### src/rtl/instr_fetch.sv
// Instruction fetch stage: PC, imem req/ack fetch, prefetch queue, decode-side valid/stall outputs.
// Define IF_BYPASS_EN to forward an acked word straight to the if_* outputs when the queue is empty.
module instr_fetch #(
  parameter int                ADDR_W   = 32,
  parameter int                DEPTH    = 2,
  parameter logic [ADDR_W-1:0] RESET_PC = '0
) (
  input  logic              clk,
  input  logic              reset_n,
  output logic              imem_req,
  output logic [ADDR_W-1:0] imem_addr,
  input  logic              imem_ack,
  input  logic [31:0]       imem_rdata,
  input  logic              stall,
  input  logic              redirect,
  input  logic [ADDR_W-1:0] redirect_pc,
  output logic              if_valid,
  output logic [31:0]       if_instr,
  output logic [ADDR_W-1:0] if_pc,
  output logic [5:0]        if_op,
  output logic [5:0]        if_func
);

  localparam int PTR_W = $clog2(DEPTH);
  localparam int CNT_W = PTR_W + 1;
  localparam logic [CNT_W-1:0] FULL_CNT = CNT_W'(DEPTH);
  localparam logic [ADDR_W-1:0] ALIGN_MASK = {{(ADDR_W-2){1'b1}}, 2'b00};

  logic [ADDR_W-1:0] fetch_pc;
  logic [ADDR_W-1:0] q_pc    [DEPTH];
  logic [31:0]       q_instr [DEPTH];
  logic [PTR_W-1:0]  rd_ptr;
  logic [PTR_W-1:0]  wr_ptr;
  logic [CNT_W-1:0]  count;
  logic              q_empty;
  logic              xfer;
  logic              push;
  logic              pop;

  // Request is held off during reset, while full, and in any redirect cycle.
  assign q_empty   = (count == '0);
  assign imem_req  = reset_n && (count < FULL_CNT) && !redirect;
  assign imem_addr = fetch_pc;
  assign xfer      = imem_req && imem_ack;

`ifdef IF_BYPASS_EN
  logic bypass_hit;

  assign bypass_hit = q_empty && xfer;
  assign if_valid   = !q_empty || bypass_hit;
  assign pop        = !q_empty && !stall;
  assign push       = xfer && !(bypass_hit && !stall);

  always_comb begin
    if_instr = '0;
    if_pc    = '0;
    if (bypass_hit) begin
      if_instr = imem_rdata;
      if_pc    = fetch_pc;
    end else if (!q_empty) begin
      if_instr = q_instr[rd_ptr];
      if_pc    = q_pc[rd_ptr];
    end
  end
`else
  assign if_valid = !q_empty;
  assign pop      = if_valid && !stall;
  assign push     = xfer;

  always_comb begin
    if_instr = '0;
    if_pc    = '0;
    if (!q_empty) begin
      if_instr = q_instr[rd_ptr];
      if_pc    = q_pc[rd_ptr];
    end
  end
`endif

  assign if_op   = if_instr[31:26];
  assign if_func = if_instr[5:0];

  // Redirect outranks everything: it flushes the queue and drops this cycle's push/pop.
  always_ff @(posedge clk or negedge reset_n) begin
    if (!reset_n) begin
      fetch_pc <= RESET_PC;
      rd_ptr   <= '0;
      wr_ptr   <= '0;
      count    <= '0;
    end else if (redirect) begin
      fetch_pc <= redirect_pc & ALIGN_MASK;
      rd_ptr   <= '0;
      wr_ptr   <= '0;
      count    <= '0;
    end else begin
      if (xfer) fetch_pc <= fetch_pc + ADDR_W'(4);
      if (push) wr_ptr <= wr_ptr + 1'b1;
      if (pop)  rd_ptr <= rd_ptr + 1'b1;
      case ({push, pop})
        2'b10:   count <= count + CNT_W'(1);
        2'b01:   count <= count - CNT_W'(1);
        default: count <= count;
      endcase
    end
  end

  always_ff @(posedge clk) begin
    if (push) begin
      q_pc[wr_ptr]    <= fetch_pc;
      q_instr[wr_ptr] <= imem_rdata;
    end
  end

endmodule

### config.mk
export PLATFORM = sky130hd
export DESIGN_NAME = instr_fetch
export DESIGN_NICKNAME = d
export VERILOG_FILES = /design/src/rtl/instr_fetch.sv
export SDC_FILE = /design/constraint.sdc
export NUM_CORES = 1
export LEC_CHECK = 0
export CAP_MARGIN = 25
export CORE_MARGIN = 5
export CORE_UTILIZATION = 44
export DETAILED_ROUTE_END_ITERATION = 12
export PLACE_DENSITY_LB_ADDON = 0.05
export SKIP_LAST_GASP = 1
export SLEW_MARGIN = 40
export SYNTH_ARGS = -nofsm -noshare
export SYNTH_HDL_FRONTEND = slang
export SYNTH_SLANG_ARGS = --single-unit
### constraint.sdc
create_clock -name clk -period 10.19 [get_ports clk]
set_input_delay 2.038 -clock clk [delete_from_list [all_inputs] [get_ports clk]]
set_output_delay 2.038 -clock clk [all_outputs]
set_load 0.005 [all_outputs]
==> results of run 1 <==
==> registers in the layout, summed over array words and instances (netlist names) <==
name and flops:
wr_ptr 1, q_pc 60, rd_ptr 1, count 2
imem_addr 30, q_instr 64
==> how the worst max path moves through the flow <==
stage	startpoint	endpoint	slack [ps]	cells past startpoint
2_1_floorplan	redirect	q_instr[0][0]	2920	3
3_3_place_gp	reset_n	imem_req	4590	3
3_5_place_dp	redirect	imem_req	4690	4
4_1_cts	redirect	imem_req	4660	4
5_1_grt	redirect	imem_req	4610	4
6_report	redirect	imem_req	4680	4
==> layer usage <==
metal	global-route usage, %	part of all wire (%)	up-vias
met3	4.23	5.2	18
met2	28.4	49	146
li1	-	-	2179
met5	0	0	-
met4	6.40	1.9	0
met1	22.5	44	2176
==> logic make-up (layout without fill, tap and decap cells) <==
family | after synthesis | count (layout)
simple gates | 167 | 167
flops | 158 | 158
mux | 64 | 64
compound gates | 52 | 52
buf+inv | 52 | 219
xor+xnor | 12 | 12
fa+ha+maj | 1 | 1
other cells | 1 | 4
==> critical path, stage by stage <==
cell             delay (ps)
clkdlybuf4s50_1         420
buf_4                   250
nor3b_1                 220
clkdlybuf4s50_1         530
==> cell usage after synthesis (2+ instances only) <==
cell and instances:
nand4_1 9, mux2i_1 64, o31ai_1 12, nor3b_1 2
edfxtp_1 124, buf_4 16, nor2_1 83, and4_1 2
dfrtp_1 34, or3_1 5, clkbuf_1 17, nand2_1 23
or2_2 2, buf_1 9, o21ai_0 17, a31oi_1 16
xor2_1 4, xnor2_1 8, nand3_1 8, nor4_1 6
o21a_1 2, nor3_1 5, buf_6 2, a21oi_1 2
and3_1 2, inv_1 8, or4_1 14
==> stage by stage <==
stage | cells | worst slack, ps | total power [mW] | instance area (um^2) | hold WS [ps]
after global placement | 830 | 4590 | 0.936 | 8510 | 541
after CTS | 865 | 4660 | 1.55 | 9160 | 565
after detailed placement | 833 | 4690 | 0.942 | 8580 | 553
final | 865 | 4680 | 1.53 | 9160 | 553
after floorplan | 510 | 2920 | 0.832 | 6750 | 499
after global routing | 865 | 4610 | 1.59 | 9160 | 587
==> cell type report <==
class                   instances  area share (%)
clock buffers                  20            5.10
clock inverters                12            1.23
inverters                       8           0.328
multi-input cells             300            21.0
flip-flops and latches        158            50.0
well taps                     188            2.57
repair buffers                179            19.8
==> report_power, final <==
part           leakage, nW  internal, mW  switching, mW
Clock                0.259         0.356          0.252
Sequential            1.52         0.725         0.0278
Combinational         1.26        0.0997         0.0734
==> flow_metrics.tcl, run 1 <==
set metrics [dict create \
    clock-sinks 158 \
    ys_seq_elements 158 \
    antenna_found_initial 0 \
    rsz0062_at_grt "no" \
    postSynthCellCount 507 \
    antenna_cells 0 \
    synth.largest_area_cell "edfxtp_1" \
    post_cts_resized 0 \
    ff2ff_path_depth 4 \
    netlist.area_leader.share_pct 55.3 \
    worst_clock_skew_ps 6.46 \
    dpl.hpwl_um 10100 \
    wl_per_cell_um 17.7 \
    critical_path.max_fanout 37 \
    synth.area.mux_share_pct 9.51 \
    grt_pass1_vias 4505 \
    multi_input_area_um2 1920 \
    cts.clk_slew.worst_paths_ps 60 \
    reg2reg_slack_ps 7730 \
    finalSetupTns_ps 0 \
    start_kind "primary input" \
    layout_common_cells "171 x clkdlybuf4s50_1, 124 x edfxtp_1, 82 x nor2_1, 64 x mux2i_1, 33 x dfrtp_1" \
    synth_adder_area_share_pct 0.186 \
    drt_iter0_markers 364 \
    maxSlewHeadroom_pct 58.1 \
    drt-vias-per-instance 5.22 \
    setup_violations 0 \
    area_growth_pct 35.9 \
    ys_seq_area_share_pct 67.9 \
    final_max_slew_viol_count 0 \
    antenna_left 0 \
    die_area_um2 17900 \
    holdCritPathClass "reg -> reg" \
    seqCellArea_um2 4580 \
    maxCapViolations 0 \
    drc_errors 0 \
    grt_pass1_wl_um 24200 \
    die_x_um 134 \
    io_pins 179 \
    ys.flop_type "edfxtp_1" \
    fill_cells 1199 \
    numCtsBuffers 17 \
    grt_overflow_total 0 \
    numPortBuffers 172 \
    drive_gt1_share_pct 7.24 \
    grt_start_max_net_pins 51 \
    synth_top_family_by_area "simple AND/OR/NAND/NOR gates" \
    synth_compound_area_share_pct 4.85 \
    r2r-end "imem_addr[31]" \
    power_leakage_nw 3.05 \
    min-delay-start "imem_addr[31]" \
    p_per_area_nw_per_um2 168 \
    syn-mean-instance-area_um2 13.3 \
    synth_async_sr_flop_share_pct 21.5 \
    arrival_ps 3480 \
    min_to "q_pc[0][31]" \
    synth_cell_type_count 38 \
    finalCritPeriodShare_pct 54.1 \
    period_needed_ps 5510 \
    cts_tree "yes" \
    dr_total_vias 4519 \
    clock_latency_ps 410 \
    place.gp.congestion 0.771 \
    core_area_um2 15100 \
    synth_edf_count 124 \
    cts_root_buf "clkbuf_16" \
    h-tree-depth 4 \
    final_core_util_pct 60.7 \
    synthTopCellsByArea "edfxtp_1 55%, dfrtp_1 13%, mux2i_1 9.5%, nor2_1 4.6%, buf_4 1.8%" \
    finalWirelength_um 15300 \
    cts_setup_buffers 0 \
    required_ps 8150 \
    layout_commonest_cell "clkdlybuf4s50_1" \
    hold_buffers 0 \
    netlist_area_um2 6740 \
    yosys.area_share.simple_pct 12.0 \
    grt.total_usage_pct 17.3 \
    final-hold-violation-count 0 \
    die_y_um 134 \
    worstHoldPathCells 0 \
    yosys_warnings 0 \
    rows 45 \
    worst_pin_slew_ps 629 \
    end_kind "output pin" \
    fin_nets 734 \
    fmax_mhz 181 \
    crit_type "in -> out" \
    synthXorXnorAreaFrac_pct 1.56 \
    clock_path_buffers 2 \
    r2r-start "imem_addr[5]" \
    vdd_drop_max_v 0.000122 \
    start_util_pct 44.7 \
    status "finished clean" \
    dr.pass1.iters 5 \
]
Note: power is estimated with default switching activity, not from simulation.
==> run 2, diff against run 1 <==
Clock period 10.19 ns to 4.5 ns, I/O delays scaled along.
==> run 2 against run 1 <==
  * Sequential cell count is the same
  * Global-route usage rose by 0.22 points
  * Highest routed layer unchanged
  * Sequential share of layout area shrank 0.16 points
  * Worst hold slack got worse by 180 ps
  * Non-clock buffer count increased by 3
  * Final area is 0.31% higher
  * Critical path depth is the same
  * Largest power group unchanged
  * Via count up 0.31%
  * Count of clock-buffer cells in the layout unchanged
==> flow_metrics.tcl, run 2 (synthesized netlist as in run 1, its figures left out) <==
set metrics [dict create \
    finalWirelength_um 15500 \
    cellInternalPower_mw 2.79 \
    worst_path_max_delay_cell "dfrtp_4" \
    crit_type "reg -> out" \
    clock_path_buffers 2 \
    layout_commonest_cell "clkdlybuf4s50_1" \
    p_per_area_nw_per_um2 388 \
    sw_frac_of_total_pct 21.7 \
    arrival_ps 2470 \
    maxSlewHeadroom_pct 49.0 \
    antenna_left 0 \
    die_y_um 134 \
    maxCapViolations 0 \
    layout_common_cells "171 x clkdlybuf4s50_1, 124 x edfxtp_1, 82 x nor2_1, 64 x mux2i_1, 33 x dfrtp_1" \
    worst_clock_skew_ps 5.42 \
    antenna_cells 0 \
    die_x_um 134 \
    pwr-share-clk_pct 41.1 \
    core_area_um2 15100 \
    numPortBuffers 172 \
    cts_tree "yes" \
    place_ws_ps 1340 \
    end_kind "output pin" \
    grt.total_usage_pct 17.5 \
    placed_area_um2 8580 \
    drt-vias-per-instance 5.22 \
    worst_pin_slew_ps 764 \
    dpl.hpwl_um 10400 \
    switching_power_uw 774 \
    grt_pass1_vias 4606 \
    power_leakage_nw 3.09 \
    crit_chain "buf_4, mux2i_1, nor2_1, clkdlybuf4s50_1" \
    grt_overflow_total 0 \
    clock_latency_ps 410 \
    finalSetupTns_ps 0 \
    holdWs_ps 372 \
    pwr-share-comb_pct 10.8 \
    final-hold-violation-count 0 \
    numCtsBuffers 17 \
    die_area_um2 17900 \
    post_cts_resized 0 \
    critical_path.max_fanout 42 \
    status "finished clean" \
    start_util_pct 44.7 \
    clock-sinks 158 \
    fmax_mhz 297 \
    largest_register "q_instr" \
    p_seq_share_pct 48.0 \
    vdd_drop_max_v 0.000235 \
    grt_pass1_wl_um 24400 \
    drc_errors 0 \
    place.gp.congestion 0.774 \
    holdCritPathClass "in -> async" \
    largest_reg_flops 64 \
    fill_cells 1226 \
    final_core_util_pct 60.9 \
    h-tree-depth 4 \
    finalCritPeriodShare_pct 74.9 \
    max_stage_delay_ps 910 \
    drive_gt1_share_pct 7.06 \
    fin_area_um2 9180 \
    fin_nets 737 \
    rows 45 \
    io_pins 179 \
    grt_start_max_net_pins 45 \
    start_kind "register" \
    dr_total_vias 4533 \
    required_ps 3600 \
    dr.pass1.iters 5 \
    cts_setup_buffers 0 \
    hold_buffers 0 \
    rsz0062_at_grt "no" \
    cts.clk_slew.worst_paths_ps 60 \
    final_max_slew_viol_count 0 \
    worst_slack_ps 1130 \
    antenna_found_initial 0 \
    setup_violations 0 \
    drt_iter0_markers 340 \
    cts_root_buf "clkbuf_16" \
    wl_per_cell_um 17.8 \
    period_needed_ps 3370 \
    area_growth_pct 36.3 \
]
-- run 2: cell types whose count changed in the layout (fill, tap and decap cells not counted), sizes merged --
cell	before	now
clkinv	2	7
bufinv	1	4
inv	9	8
clkinvlp	8	1
buf	8	11
-- run 2: routing by layer --
layer  part of all wire [%]  routed length [um]  GRT usage [%]
met1                     43                6580           22.1
met2                     50                7780           29.6
met3                    6.0                 935           4.61
met4                    1.2                 178           5.60
met5                      0                   0              0
-- run 2: final timing paths --
kind | slack (ps) | cells past startpoint | start | endpoint
max | 1130 | 4 | rd_ptr | if_pc[22]
max reg2reg | 2030 | 4 | imem_addr[5] | imem_addr[31]
max in group asynchronous | 3470 | 2 | reset_n | imem_addr[11]
min | 370 | 1 | reset_n | count[0]
min reg2reg | 560 | 0 | imem_addr[31] | q_pc[1][31]
min in group clk | 560 | 0 | imem_addr[31] | q_pc[1][31]
-- run 2: per-stage QoR --
step	std cells	power, mW
detailed placement	836	2.13
floorplan	510	1.88
global placement	835	2.12
global route	868	3.71
CTS	868	3.61
finish	868	3.57
-- run 2: power by group through the flow --
stage	clock network (mW)	logic, mW	registers, mW
2_1_floorplan	0	0.166	1.72
3_3_place_gp	0	0.384	1.74
3_5_place_dp	0	0.391	1.74
4_1_cts	1.50	0.393	1.71
5_1_grt	1.57	0.422	1.72
6_report	1.47	0.386	1.71
-- run 2: worst max-delay path, delay by kind of cell, from the launching register on --
family	cells	cell delay, ps
buf+inv	2	840
flops	1	910
mux	1	210
simple gates	1	60
-- run 2: final cells by class --
| cell class | count | area, um^2 | share of cell area, % |
|---|---|---|---|
| Sequential cell | 158 | 4580 | 49.9 |
| Multi-Input combinational cell | 300 | 1930 | 21.0 |
| Timing Repair Buffer | 182 | 1800 | 19.6 |
| Clock buffer | 20 | 437 | 4.75 |
| Tap cell | 188 | 235 | 2.56 |
| Clock inverter | 12 | 170 | 1.85 |
| Inverter | 8 | 30.0 | 0.327 |
